--- config.mk ---
export PLATFORM = sky130hd
export DESIGN_NAME = fetch_buffer
export DESIGN_NICKNAME = d
export VERILOG_FILES = /design/src/rtl/fetch_pkg.sv /design/src/rtl/fetch_slot_mem.sv /design/src/rtl/fetch_buffer.sv
export SDC_FILE = /design/constraint.sdc
export NUM_CORES = 1
export LEC_CHECK = 0
export CORE_ASPECT_RATIO = 0.8
export CORE_MARGIN = 5
export CORE_UTILIZATION = 51
export CTS_BUF_LIST = sky130_fd_sc_hd__clkbuf_8
export DETAILED_ROUTE_END_ITERATION = 8
export GPL_TIMING_DRIVEN = 1
export PLACE_DENSITY = 0.75
export SYNTH_ARGS = -nofsm -noshare
export SYNTH_HDL_FRONTEND = slang
export SYNTH_SLANG_ARGS = --single-unit
--- constraint.sdc ---
create_clock -name clk -period 3 [get_ports clk]
set_input_delay 0.3 -clock clk [delete_from_list [all_inputs] [get_ports clk]]
set_output_delay 0.3 -clock clk [all_outputs]
set_load 0.005 [all_outputs]
--- src/rtl/fetch_pkg.sv ---
`default_nettype none
// ------------------------------------------------------------------
// fetch_pkg: shared fetch-buffer state encoding and default sizes
// Rev 1.0
// ------------------------------------------------------------------
package fetch_pkg;

  localparam int DEFAULT_W     = 32;
  localparam int DEFAULT_DEPTH = 4;

  typedef enum logic [0:0] {
    RUN   = 1'b0,
    DRAIN = 1'b1
  } fetch_state_e;

endpackage : fetch_pkg
`default_nettype wire

--- src/rtl/fetch_slot_mem.sv ---
`default_nettype none
// ------------------------------------------------------------------
// fetch_slot_mem: DEPTH x (pc, instr) slot storage, async read
// Rev 1.0
// ------------------------------------------------------------------
module fetch_slot_mem
  import fetch_pkg::*;
#(
  parameter int W     = DEFAULT_W,
  parameter int DEPTH = DEFAULT_DEPTH,
  parameter int AW    = $clog2(DEPTH)
) (
  input  logic          clk,
  input  logic          rst,
  input  logic          pc_we,
  input  logic [AW-1:0] pc_waddr,
  input  logic [W-1:0]  pc_wdata,
  input  logic          instr_we,
  input  logic [AW-1:0] instr_waddr,
  input  logic [W-1:0]  instr_wdata,
  input  logic [AW-1:0] raddr,
  output logic [W-1:0]  rd_pc,
  output logic [W-1:0]  rd_instr
);

  logic [W-1:0] r_pc_mem    [DEPTH];
  logic [W-1:0] r_instr_mem [DEPTH];

  always_ff @(posedge clk or negedge rst) begin
    if (!rst) begin
      for (int i = 0; i < DEPTH; i++) r_pc_mem[i] <= '0;
    end else if (pc_we) begin
      r_pc_mem[pc_waddr] <= pc_wdata;
    end
  end

  always_ff @(posedge clk or negedge rst) begin
    if (!rst) begin
      for (int i = 0; i < DEPTH; i++) r_instr_mem[i] <= '0;
    end else if (instr_we) begin
      r_instr_mem[instr_waddr] <= instr_wdata;
    end
  end

  assign rd_pc    = r_pc_mem[raddr];
  assign rd_instr = r_instr_mem[raddr];

endmodule : fetch_slot_mem
`default_nettype wire

--- src/rtl/fetch_buffer.sv ---
`default_nettype none
// ------------------------------------------------------------------
// fetch_buffer: in-order instruction fetch queue with flush drain
// Rev 1.0
// ------------------------------------------------------------------
module fetch_buffer
  import fetch_pkg::*;
#(
  parameter int W     = DEFAULT_W,
  parameter int DEPTH = DEFAULT_DEPTH
) (
  input  logic         clk,
  input  logic         rst,
  input  logic [W-1:0] pc,
  output logic         pc_write,
  input  logic         flush,
  output logic         imem_req,
  output logic [W-1:0] imem_addr,
  input  logic         imem_gnt,
  input  logic         imem_rvalid,
  input  logic [W-1:0] imem_rdata,
  output logic         if_valid,
  output logic [W-1:0] if_pc,
  output logic [W-1:0] if_instr,
  input  logic         id_ready,
  output logic         proto_err
);

  localparam int AW = $clog2(DEPTH);
  localparam int PW = AW + 1;
  localparam logic [PW-1:0] c_depth = PW'(DEPTH);
  localparam logic [PW-1:0] c_one   = PW'(1);

  logic [PW-1:0] r_alloc, r_fill, r_rd, r_discard_cnt;
  logic [PW-1:0] w_alloc_nxt, w_fill_nxt, w_rd_nxt, w_discard_nxt;
  logic [PW-1:0] w_inflight, w_occ, w_avail;
  fetch_state_e  r_state, w_state_nxt;
  logic          r_proto_err, w_proto_nxt;
  logic          w_fill, w_pop, w_stray;

  always_ff @(posedge clk or negedge rst) begin
    if (!rst) begin
      r_alloc       <= '0;
      r_fill        <= '0;
      r_rd          <= '0;
      r_discard_cnt <= '0;
      r_state       <= RUN;
      r_proto_err   <= 1'b0;
    end else begin
      r_alloc       <= w_alloc_nxt;
      r_fill        <= w_fill_nxt;
      r_rd          <= w_rd_nxt;
      r_discard_cnt <= w_discard_nxt;
      r_state       <= w_state_nxt;
      r_proto_err   <= w_proto_nxt;
    end
  end

  // Credits come only from registered pointers, so a pop never frees a slot for the same-cycle issue.
  always_comb begin
    w_inflight    = r_alloc - r_fill;
    w_occ         = r_alloc - r_rd;
    w_avail       = r_fill - r_rd;
    imem_req      = rst && (r_state == RUN) && (w_occ < c_depth) && !flush;
    pc_write      = imem_req && imem_gnt;
    if_valid      = rst && (w_avail != '0) && !flush;
    w_pop         = if_valid && id_ready;
    w_fill        = (r_state == RUN) && imem_rvalid && (w_inflight != '0);
    w_stray       = (r_state == RUN) && imem_rvalid && (w_inflight == '0);
    w_alloc_nxt   = r_alloc;
    w_fill_nxt    = r_fill;
    w_rd_nxt      = r_rd;
    w_discard_nxt = r_discard_cnt;
    w_proto_nxt   = r_proto_err || w_stray;
    if (flush) begin
      w_alloc_nxt = '0;
      w_fill_nxt  = '0;
      w_rd_nxt    = '0;
      if (r_state == RUN) begin
        w_discard_nxt = w_fill ? (w_inflight - c_one) : w_inflight;
      end else if (imem_rvalid) begin
        w_discard_nxt = r_discard_cnt - c_one;
      end
    end else if (r_state == DRAIN) begin
      if (imem_rvalid) w_discard_nxt = r_discard_cnt - c_one;
    end else begin
      if (pc_write) w_alloc_nxt = r_alloc + c_one;
      if (w_fill)   w_fill_nxt  = r_fill + c_one;
      if (w_pop)    w_rd_nxt    = r_rd + c_one;
    end
    w_state_nxt = (w_discard_nxt != '0) ? DRAIN : RUN;
  end

  assign imem_addr = pc;
  assign proto_err = r_proto_err;

  fetch_slot_mem #(
    .W     (W),
    .DEPTH (DEPTH),
    .AW    (AW)
  ) u_slot_mem (
    .clk         (clk),
    .rst         (rst),
    .pc_we       (pc_write),
    .pc_waddr    (r_alloc[AW-1:0]),
    .pc_wdata    (pc),
    .instr_we    (w_fill && !flush),
    .instr_waddr (r_fill[AW-1:0]),
    .instr_wdata (imem_rdata),
    .raddr       (r_rd[AW-1:0]),
    .rd_pc       (if_pc),
    .rd_instr    (if_instr)
  );

endmodule : fetch_buffer
`default_nettype wire

After elaboration in Yosys (flattened, before gate mapping)
Cells that the tools add are included.

$add $sub $neg: 8. $lt $le $gt $ge: 6. Equal/unequal tests: 1. Mux-type cells: 27. Bitwise logic cells: 4. Reduce and logical (&&, ||, !) cells: 25.

Operators with widths (count): $bwmux 128 (2); $mux 32 (6); $bmux 32 s2 (2); $demux 32 s2 (2); $mux 3 (14); $logic_and 1x1->1 (13); $add 3x1->3 const B (3); $ge 3x3->1 const B (3); $not 2->3 (3); $reduce_bool 3->1 (3); $sub 3x3->3 (3); $lt 3x1->1 const B (2); $reduce_and 2->1 (3); $reduce_bool 2->1 (3); $sub 3x1->3 const B (2); $logic_not 3->1 (1); $lt 3x3->1 const B (1); $ne 2x2->1 const B (1); $logic_not 1->1 (1); $logic_or 1x1->1 (1); $mux 1 (1); $not 1->1 (1).

Flip-flop bits (word level): 270. Input port bits: 70. Output and inout bits: 100. Word-level logic and storage cells: 85.

Logic depth before layout (Yosys ltp)
Gate-level depths: netlist (run 1).

Word-level depth: 8. Depth in mapped cells: 12. Gate-level depth less buffers: 11.

Hierarchy
Synthesis (run 1) repeated with hierarchy kept, for this count alone.

Cells, all modules: 774. Area, all modules: 12353.1 um^2.

By module, submodules not included: fetch_slot_mem (times used 1, cells each 622, area each 11011.8 um^2, sequential area each 6406.1 um^2); fetch_buffer (times used 1, cells each 152, area each 1341.3 um^2, sequential area each 350.3 um^2).

Worst setup path before layout (run 1)
Ideal clock, no wire load.

Kind: register to register. Start point: reg r_alloc[0]. End point: reg u_slot_mem.r_instr_mem[100] (netlist bit). Library setup time: 0.125 ns. Data arrival time: 2.738 ns. Data required time: 2.875 ns. Path slack: 0.138 ns. Cell stages (with the launch flop): 13. Path buffers: 2. Clock period less this slack: 2.862 ns. Cells stage by stage: dfrtp_1 inv_1 ha_1 fa_1 xor2_1 xnor2_1 ha_1 nand2b_1 buf_2 nor2_1 nand2_1 buf_1 mux2_2.

Longest elaborated chain between the ends: 4.

RTL lines: start, declared (RTL line fetch_buffer.sv:34) `logic [PW-1:0] r_alloc, r_fill, r_rd, r_discard_cnt;`; start signal, assigned (RTL line fetch_buffer.sv:50) `r_alloc <= w_alloc_nxt;`; $sub 3x3->3 (RTL line fetch_buffer.sv:61) `w_inflight = r_alloc - r_fill;`; $reduce_bool 3->1 (RTL line fetch_buffer.sv:68) `w_fill = (r_state == RUN) && imem_rvalid && (w_inflight != '0);`; $logic_and 1x1->1 (RTL line fetch_buffer.sv:68); $logic_and 1x1->1 (RTL line fetch_buffer.sv:107) `.instr_we (w_fill && !flush),`; end signal, assigned by index (RTL line fetch_slot_mem.sv:41) `r_instr_mem[instr_waddr] <= instr_wdata;`; end, declared (RTL line fetch_slot_mem.sv:27) `logic [W-1:0] r_instr_mem [DEPTH];`.

Every way passes these cells. A chain may end at the register's enable or synchronous reset.

Worst setup path after layout (run 1)
Start point: reg r_rd[0]. End point: out if_valid.

Longest elaborated chain between the ends: 4.

RTL lines: start, declared (RTL line fetch_buffer.sv:34); start signal, assigned (RTL line fetch_buffer.sv:52) `r_rd <= w_rd_nxt;`; $sub 3x3->3 (RTL line fetch_buffer.sv:63) `w_avail = r_fill - r_rd;`; $reduce_bool 3->1 (RTL line fetch_buffer.sv:66) `if_valid = rst && (w_avail != '0) && !flush;`; $logic_and 1x1->1 (2 in series) (RTL line fetch_buffer.sv:66); end, declared (RTL line fetch_buffer.sv:22) `output logic if_valid,`.

Every way passes these cells.

==> metrics.cfg, run 1 <==
[clocking]
htreeDepth = 2
insertion_delay_ps = 540
post_cts_buffers = 0
cts_max_path_buffers = 3
cts_tree = done
cts_buffers = 44
root_buffer = clkbuf_8
clkSinkCount = 270
cts.clk_slew.worst_paths_ps = 60

[sta]
clock_skew_ps = 24.7
setup_viol = 0
hold_viol_final = 0
tightest_slew_ps = 876
finalCritPeriodShare = 0.950
drv_slew = 0
slew_headroom = 0.416
rsz0062_at_grt = no
fmax_ghz = 0.351
min_period_ps = 2850
tns_ps = 0

[worst_setup_path]
path_cells = ha_1 > nor2b_1 > xnor2_1 > nor2_1 > nor3_1 > clkdlybuf4s50_1
critPathSlowestCell = dfrtp_4
reg2reg_to = r_state
end_kind = primary output
worstReg2RegStart = r_alloc[0]
startpoint_type = register
r2r_slack_ps = 180
cp_max_fo = 13
rr_worst_depth = 11
worstSetupPathType = register to primary output
required_ps = 2700
slowest_delay_ps = 600
worstPathArrival_ps = 2550

[hold_path]
whs_endpoint = u_slot_mem.r_instr_mem[44]
hold_class = input pin to register
hold_start = imem_rdata[12]
min_path_cells = 2

[floorplan]
die_x_um = 184
die-area_um2 = 27400
die_h_um = 149
std_cell_rows = 50
initial_utilization = 0.522
core_area_um2 = 23600
ios = 170

[logic_synthesis]
synth-compound-area-share = 0.00834
synth.cell_area_um2 = 12300
synth_top_cell_by_area = dfrtp_1
synth_simple_gate_area_share = 0.0188
yosysUniqueCellTypes = 37
synthCells = 767
synth-main-ff-cell = dfrtp_1
yosys.area_share.adder = 0.0179
synth_area_leaders = dfrtp_1, mux2_2, mux4_2
ys.warnings.count = 0
synth.top_cell.area_share = 0.549
synth-edff-count = 0
ys_seq_area_frac = 0.549
synthMuxAreaShare = 0.356
synth_top_family_by_area = multiplexers
syn_nets = 854
synth-xor-area-share = 0.00854
synth_area_per_cell_um2 = 16.0
synth-seq-cells = 270
synthArstFlopShare = 1.00

[pwr]
clkPwrFrac = 0.343
combPwrFrac = 0.182
p_int_uw = 6570
power_frac_seq = 0.475
power_uw = 8670
switching_share = 0.242
p_leak_uw = 0.00715
power_density_nw_per_um2 = 577
p_sw_uw = 2100
vdd_ir_drop_max_v = 0.000337

[drt]
drt-pass1-iter-count = 4
routed-via-count = 6944
wl_um = 24500
drc = 0
routedWlPerCell_um = 19.3
detail-route-antenna-nets = 0
vias_per_cell = 5.46
drt_iter0_drc = 335

[finish]
area_growth_pct = 22.0
drive_gt1_frac = 0.419
finalNetCount = 1015

[status]
status = finished, final reports clean

[job]
maxCapViolations = 0

[placed_design]
port_buffers = 169
place.gp.congestion = 0.787
place_hpwl_um = 15200

[global_routing]
grt_pass1_wl_um = 40600
grt_use_total = 0.184
antenna_found_initial = 1
grt_max_degree = 160
overflow = 0
grt_pass1_vias = 7583

synthesized netlist by cell type (all sizes together), types with 2 or more instances:
library cell and n:
nand2b 4, o31ai 2, dfrtp 270, mux2i 4
or3 2, ha 16, clkbuf 9, a21oi 5
nand4 2, mux4 64, inv 11, mux2 257
xor2 4, nand2 13, nor2 14, o211ai 3
buf 65, xnor2 8, nor3 4
flip-flops by register name (all words and copies together), names as in the netlist:
name / flops
u_slot_mem.r_pc_mem: 128
u_slot_mem.r_instr_mem: 128
r_discard_cnt: 3
proto_err: 1
r_alloc: 3
r_rd: 3
r_fill: 3
r_state: 1
layer usage:
metal,track usage,up-vias,part of all wire
li1,-,3115,-
met1,0.262,3653,0.46
met2,0.293,147,0.47
met3,0.0375,29,0.047
met4,0.0469,0,0.015
met5,0,-,0
final cells by class:
| class | count | area (um^2) |
|---|---|---|
| diodes | 1 | 2.50 |
| clock buffers | 52 | 716 |
| clock inverters | 25 | 105 |
| fillers | 1713 | 8570 |
| inverters | 11 | 41.3 |
| multi-input cells | 412 | 5050 |
| flip-flops and latches | 270 | 6760 |
| well taps | 312 | 390 |
| repair buffers | 189 | 1950 |
critical path: cells and delay by family, from the launching register on:
| family | cells | cell delay (ps) |
|---|---|---|
| buffers and inverters | 1 | 570 |
| adders and majority gates | 1 | 220 |
| DFF | 1 | 600 |
| and+or+nand+nor | 3 | 430 |
| xor gates and xnor gates | 1 | 190 |
cells by family after synthesis:
| group | Yosys count |
|---|---|
| AO/OA/AOI/OAI | 14 |
| adder cells (fa/ha/maj) | 17 |
| flip-flops | 270 |
| AND/OR/NAND/NOR | 44 |
| XOR/XNOR | 12 |
| multiplexers | 325 |
| buffers and inverters | 85 |
what timing repair did:
action	CTS	global route
endpoints found under the hold margin	50	0
setup endpoints to repair	1	30
gates resized for setup	1	2
hold buffers	1	0
placed cells by master, fill, tap and decap left out, types with 2 or more instances in the layout:
| cell type | count |
|---|---|
| nand4_2 | 2 |
| xnor2_1 | 7 |
| o211ai_1 | 3 |
| buf_4 | 10 |
| mux2i_1 | 4 |
| mux2_2 | 251 |
| clkbuf_8 | 52 |
| nand2b_1 | 4 |
| ha_1 | 16 |
| inv_1 | 32 |
| dfrtp_1 | 268 |
| xor2_1 | 4 |
| clkdlybuf4s50_1 | 168 |
| or3_1 | 2 |
| clkinv_2 | 2 |
| nor2_1 | 11 |
| mux2_1 | 6 |
| nor2_2 | 2 |
| nand2_1 | 13 |
| mux4_2 | 64 |
| buf_12 | 8 |
| a21oi_1 | 4 |
| o31ai_1 | 2 |
| nor3_1 | 3 |
worst max path at each step:
stage,start,end,slack (ps),depth (start not counted)
2_1_floorplan,r_alloc[0],u_slot_mem.r_instr_mem[100],140,12
3_3_place_gp,r_alloc[0],r_state,280,11
6_report,r_rd[0],if_valid,150,6
4_1_cts,r_rd[1],if_instr[24],2,3
3_5_place_dp,r_alloc[0],r_state,200,12
5_1_grt,r_rd[0],if_instr[24],4,3
stage by stage:
step | hold WS, ps | setup slack (ps) | cell area, um^2 | util | std cells
after floorplan | 4.41 | 138 | 12300 | - | 767
after global placement | 467 | 284 | 14200 | 0.601 | 1193
after detailed placement | 462 | 197 | 14200 | 0.601 | 1193
after CTS | 432 | 2.31 | 15000 | 0.636 | 1271
after global routing | 438 | 3.92 | 15000 | 0.637 | 1272
final | 465 | 150 | 15000 | 0.637 | 1272
power by group through the flow:
stage	clock [uW]	combinational, uW	sequential, uW
final	2970	1580	4120
after global routing	3240	1720	4160
after CTS	3070	1620	4120
after detailed placement	0	1610	4180
after global placement	0	1590	4170
after floorplan	0	750	4120
(Power assumes the default switching activity.)
==> run 2: changes to the inputs <==
--- a/config.mk
+++ b/config.mk
@@ -9,6 +9,7 @@
 export CORE_MARGIN = 5
 export CORE_UTILIZATION = 51
 export CTS_BUF_LIST = sky130_fd_sc_hd__clkbuf_8
+export CTS_CLUSTER_DIAMETER = 30
 export DETAILED_ROUTE_END_ITERATION = 8
 export GPL_TIMING_DRIVEN = 1
 export PLACE_DENSITY = 0.75
==> metrics.cfg, run 2 (synthesis gave the netlist of run 1 again) <==
[clocking]
htreeDepth = 2
cts_tree = done
post_cts_buffers = 0
cts_buffers = 52
insertion_delay_ps = 560
clkSinkCount = 270
root_buffer = clkbuf_8
cts.clk_slew.worst_paths_ps = 60
cts_max_path_buffers = 3

[sta]
tns_ps = 0
rsz0062_at_grt = no
tightest_slew_ps = 845
finalCritPeriodShare = 0.958
drv_slew = 0
hold_viol_final = 0
min_period_ps = 2870
slew_headroom = 0.437
fmax_ghz = 0.348
setup_viol = 0
clock_skew_ps = 28.3

[status]
status = finished, final reports clean

[worst_setup_path]
crit_buf_inv = 1
startpoint_type = register
slowest_delay_ps = 600
critPathSlowestCell = dfrtp_4
cp_top_family = flip-flops
required_ps = 2700
worstSetupPathType = register to primary output
worstPathArrival_ps = 2570
cp_max_fo = 13
path_cells = ha_1 > nor2b_1 > xnor2_1 > nor2_1 > nor3_1 > clkdlybuf4s50_1
end_kind = primary output

[floorplan]
std_cell_rows = 50
ios = 170
die-area_um2 = 27400
die_h_um = 149
initial_utilization = 0.522
die_x_um = 184
core_area_um2 = 23600

[drt]
wl_um = 24700
routedWlPerCell_um = 19.1
detail-route-antenna-nets = 0
routed-via-count = 7050
drc = 0
drt-pass1-iter-count = 4
drt_iter0_drc = 282
vias_per_cell = 5.46

[finish]
reg.largest.list = u_slot_mem.r_instr_mem (128), u_slot_mem.r_pc_mem (128)
layout_common_cells = dfrtp_1, mux2_2, clkdlybuf4s50_1, mux4_2, clkbuf_8
fill_cells = 1678
seq_area_um2 = 6760
final_common_cell = dfrtp_1
multi_input_area_um2 = 5050
finalNetCount = 1023
drive_gt1_frac = 0.441
area_growth_pct = 25.4
post-route-util = 0.654

[placed_design]
place_hpwl_um = 15200
port_buffers = 169
place.gp.congestion = 0.787

[global_routing]
overflow = 0
grt_pass1_wl_um = 41200
grt_pass1_vias = 7784
grt_use_total = 0.187
antenna_found_initial = 1
grt_max_degree = 160

[pwr]
p_int_uw = 7560
combPwrFrac = 0.161
switching_share = 0.232
power_density_nw_per_um2 = 639
p_sw_uw = 2290
power_frac_seq = 0.419
clkPwrFrac = 0.421
vdd_ir_drop_max_v = 0.000437
p_leak_uw = 0.00730

[job]
maxCapViolations = 0

[hold_path]
hold_class = input pin to register

## run 2: cell count changes in the layout (fill, tap and decap cells not counted), sizes merged
cell,previous run,this run
inv,33,24
bufinv,0,7
diode,1,2
clkbuf,52,64
clkinv,2,6
clkinvlp,1,6
## run 2: power by group through the flow
stage	Combinational, uW	Sequential (uW)	Clock [uW]
5_1_grt	1730	4160	4430
2_1_floorplan	750	4120	0
4_1_cts	1620	4120	4250
3_5_place_dp	1610	4180	0
6_report	1580	4120	4150
3_3_place_gp	1590	4170	0
## run 2: path summary, 6_finish.rpt
check / cells after the start / startpoint / slack [ps] / to
worst min register to register: 1 / u_slot_mem.r_pc_mem[101] / 480 / u_slot_mem.r_pc_mem[101]
max in group asynchronous: 4 / rst / 1180 / r_rd[0]
worst max-delay path: 6 / r_rd[0] / 130 / if_valid
worst min-delay path: 2 / imem_rdata[31] / 440 / u_slot_mem.r_instr_mem[95]
min in group asynchronous: 3 / rst / 470 / u_slot_mem.r_pc_mem[58]
worst max register to register: 11 / r_alloc[0] / 150 / r_state
## run 2: what timing repair did
action,in CTS,in global routing
cloned,0,0
hold endpoints to repair,50,0
resized for setup,2,1
setup endpoints to repair,6,1
hold buffers,1,0
## run 2: metal layers
layer	vias up	GRT usage	routed length, um
li1	3151	-	-
met2	157	0.300	11900
met4	0	0.0536	463
met1	3704	0.261	11100
met3	38	0.0388	1290
met5	-	0	0
## run 2: area by class of cell
cell class,instances,share of cell area
inverter,11,0.00268
clock inverter,32,0.0228
tap,312,0.0253
timing repair buffer,189,0.127
antenna,2,0.000324
multi-input combinational,412,0.327
sequential,270,0.438
clock buffer,64,0.0571
## run 2: per-stage QoR
step / cells / total power (uW) / setup slack (ps) / hold WS (ps) / area (um^2)
after floorplan: 767 / 4870 / 138 / 4.41 / 12300
after global placement: 1193 / 5760 / 284 / 467 / 14200
after detailed placement: 1193 / 5790 / 197 / 462 / 14200
after CTS: 1290 / 10000 / 43.6 / 404 / 15400
after global routing: 1291 / 10300 / 4.85 / 412 / 15400
final: 1292 / 9860 / 126 / 442 / 15400
==> variant, RTL diff (config.mk and constraints of run 2) <==
Reset style: synchronous (`rst`), changed in 3 clocked blocks. Comments in the files are not updated.
--- a/src/rtl/fetch_slot_mem.sv
+++ b/src/rtl/fetch_slot_mem.sv
@@ -28,3 +28,3 @@
 
-  always_ff @(posedge clk or negedge rst) begin
+  always_ff @(posedge clk) begin
     if (!rst) begin
@@ -36,3 +36,3 @@
 
-  always_ff @(posedge clk or negedge rst) begin
+  always_ff @(posedge clk) begin
     if (!rst) begin
--- a/src/rtl/fetch_buffer.sv
+++ b/src/rtl/fetch_buffer.sv
@@ -40,3 +40,3 @@
 
-  always_ff @(posedge clk or negedge rst) begin
+  always_ff @(posedge clk) begin
     if (!rst) begin
Behaviour: differs if rst is asserted again (counterexample within 4 cycles, from zero or initial values and one cycle with rst low); with rst held inactive, the same outputs for 4 cycles.
==> variant against run 2 <==
Sequential cell count up 2. Area after synthesis down 0.50%. Cell count up 1.8%. Final area up 0.87%. Critical endpoint is now pc_write. Routed wire length up 7.9%. Setup slack better by 15 ps. Largest cell class unchanged.
Power is not compared: it rests on default switching activity, and its combinational part moved more than twofold at a synthesized area within 25%.
==> variant: results (changes against run 2) <==
• **setup bufs post-CTS** 1, +1
• **hold path cells** 2, unchanged
• **Antenna diodes** 0, -2
• **drt pass-1 iters** 4, unchanged
• **worst setup path start** r_rd[1]$_SDFFE_PP0P_
• **wirelength, routed** 26700 µm, +7.9%
• **half-perimeter wire length of the detailed placement result** 16200 µm, +6.8%
• **GP Congestion** 0.765, -2.9%
• **startpoint of the worst hold path** imem_rdata[10]
• **met3 capacity usage during global routing** 0.0347, -0.00404
• **post-placement worst setup slack** 179 ps, -17.8 ps
• **final setup skew** 30.7 ps, +2.40 ps
• **Regs by FF count** u_slot_mem.r_instr_mem x128, u_slot_mem.r_pc_mem x128
• **Final Setup Violations** 0, unchanged
• **clock transition time at the flip-flop clock pins of the worst setup and hold paths** 60 ps, about the same
• **cells taking the most area after synthesis** edfxtp_1 (63%), mux4_2 (12%), and2_1 (11%)
• **CTS Buffer Depth** 3, unchanged
• **global routing usage on met1** 0.253, -0.00826
• **number of nets in the layout** 1042, +1.9%
• **sequential-to-total area share from yosys stat** 0.654, +0.105
• **Register-to-Register Setup Slack** 200 ps, +50 ps
• **cell types with the highest counts after synthesis** edfxtp_1 (256), and2_1 (224), mux4_2 (64)
• **met2 usage** 0.340, +0.0404
• **number of clock buffers inserted by TritonCTS** 51, -1.9%
• **number of antenna violations at the first check in global routing** 0, -1
• **sink of the worst hold path** u_slot_mem.r_instr_mem[2][10]$_SDFFCE_PN0P_
• **critical path endpoint** pc_write
• **async set or reset register ratio after synthesis** 0, -1.00
• **number of distinct standard cells referenced by the synthesized netlist** 35, -5.4%
• **count of flip-flops with a built-in enable after synthesis** 256, +256
• **arrival time at the worst endpoint** 2560 ps, about the same
• **Rel. slew slack** 0.640, +0.203
• **endpoint of the lowest-slack register-to-register path** u_slot_mem.r_instr_mem[2][16]$_SDFFCE_PN0P_
• **pin count of the biggest net entering global routing** 35, -78%
• **CP Max Fanout** 8, -5
• **launch instance of the worst register-to-register path** r_alloc[0]$_SDFFE_PP0P_
• **number of levels the H-tree was split into** 2, unchanged
• **number of vias per cell** 5.28, -3.2%
• **Initial DRC Count** 444, +57%
• **number of gates resized after CTS** 0, -2
• **vias in the first global route** 7491, -3.8%
• **outcome** completed
• **aggregate global-route resource usage** 0.194, +0.00728
• **number of synthesis warnings** 0, unchanged
• **most frequently used flop master after synthesis** edfxtp_1
• **P_leak** 5.82 nW
• **first-pass GRT wire length** 41300 µm, +0.29%
• **number of nets produced by synthesis** 856, +0.23%
• **master cell of the clock root buffer** clkbuf_8
• **placed standard-cell area** 0.0144 mm², +1.4%
• **fraction of layout cells with a size suffix above 1** 0.203, -0.237
• **worst path setup slack after routing** 141 ps, +15.5 ps
## variant: cell count changes in the layout (fill, tap and decap cells not counted), sizes merged, moves of 16 or more
cell    change
and2      +223
and3       +35
buf        +22
clkinv     +16
dfrtp     -270
dfxtp      +16
edfxtp    +256
mux2      -257
## variant: power by group through the flow
| stage | sequential (mW) | clock (mW) | combinational [mW] |
|---|---|---|---|
| 6_report | 4.41 | 3.74 | 0.751 |
| 5_1_grt | 4.43 | 4.01 | 0.812 |
| 4_1_cts | 4.42 | 3.82 | 0.748 |
| 3_5_place_dp | 4.49 | 0 | 0.741 |
| 3_3_place_gp | 4.48 | 0 | 0.735 |
| 2_1_floorplan | 4.45 | 0 | 0.355 |
## variant: logic make-up (layout without fill, tap and decap cells)
kind of cell,count (synthesis),in the layout,share of synthesized area
muxes,73,73,0.125
AOI/OAI and AO/OA,13,13,0.00705
buffers and inverters,89,317,0.0398
DFF,272,272,0.654
xor gates and xnor gates,12,12,0.00858
and+or+nand+nor,305,305,0.154
adders and majority gates,11,11,0.0119
## variant: critical path: stages (launching register included)
cell and delay, ps:
dfxtp_1 360, inv_1 80, ha_1 270, a21o_1 210, mux2i_4 410, clkdlybuf4s50_1 650
## variant: metrics by stage
step	hold WS, ps	std cells
3_5_place_dp	472	1211
6_report	467	1315
2_1_floorplan	448	775
3_3_place_gp	513	1211
4_1_cts	426	1307
5_1_grt	451	1315
## variant: area by class of cell
class | instances | area [µm²]
Timing Repair Buffer | 212 | 2190
Tap cell | 312 | 390
Fill cell | 1688 | 7960
Inverter | 10 | 37.5
Clock buffer | 57 | 785
Clock inverter | 38 | 313
Sequential cell | 272 | 8020
Multi-Input combinational cell | 414 | 3840
## variant: layer usage
layer	vias up	part of all wire
li1	3218	-
met1	3484	0.43
met2	205	0.51
met3	38	0.050
met4	0	0.015
met5	-	0
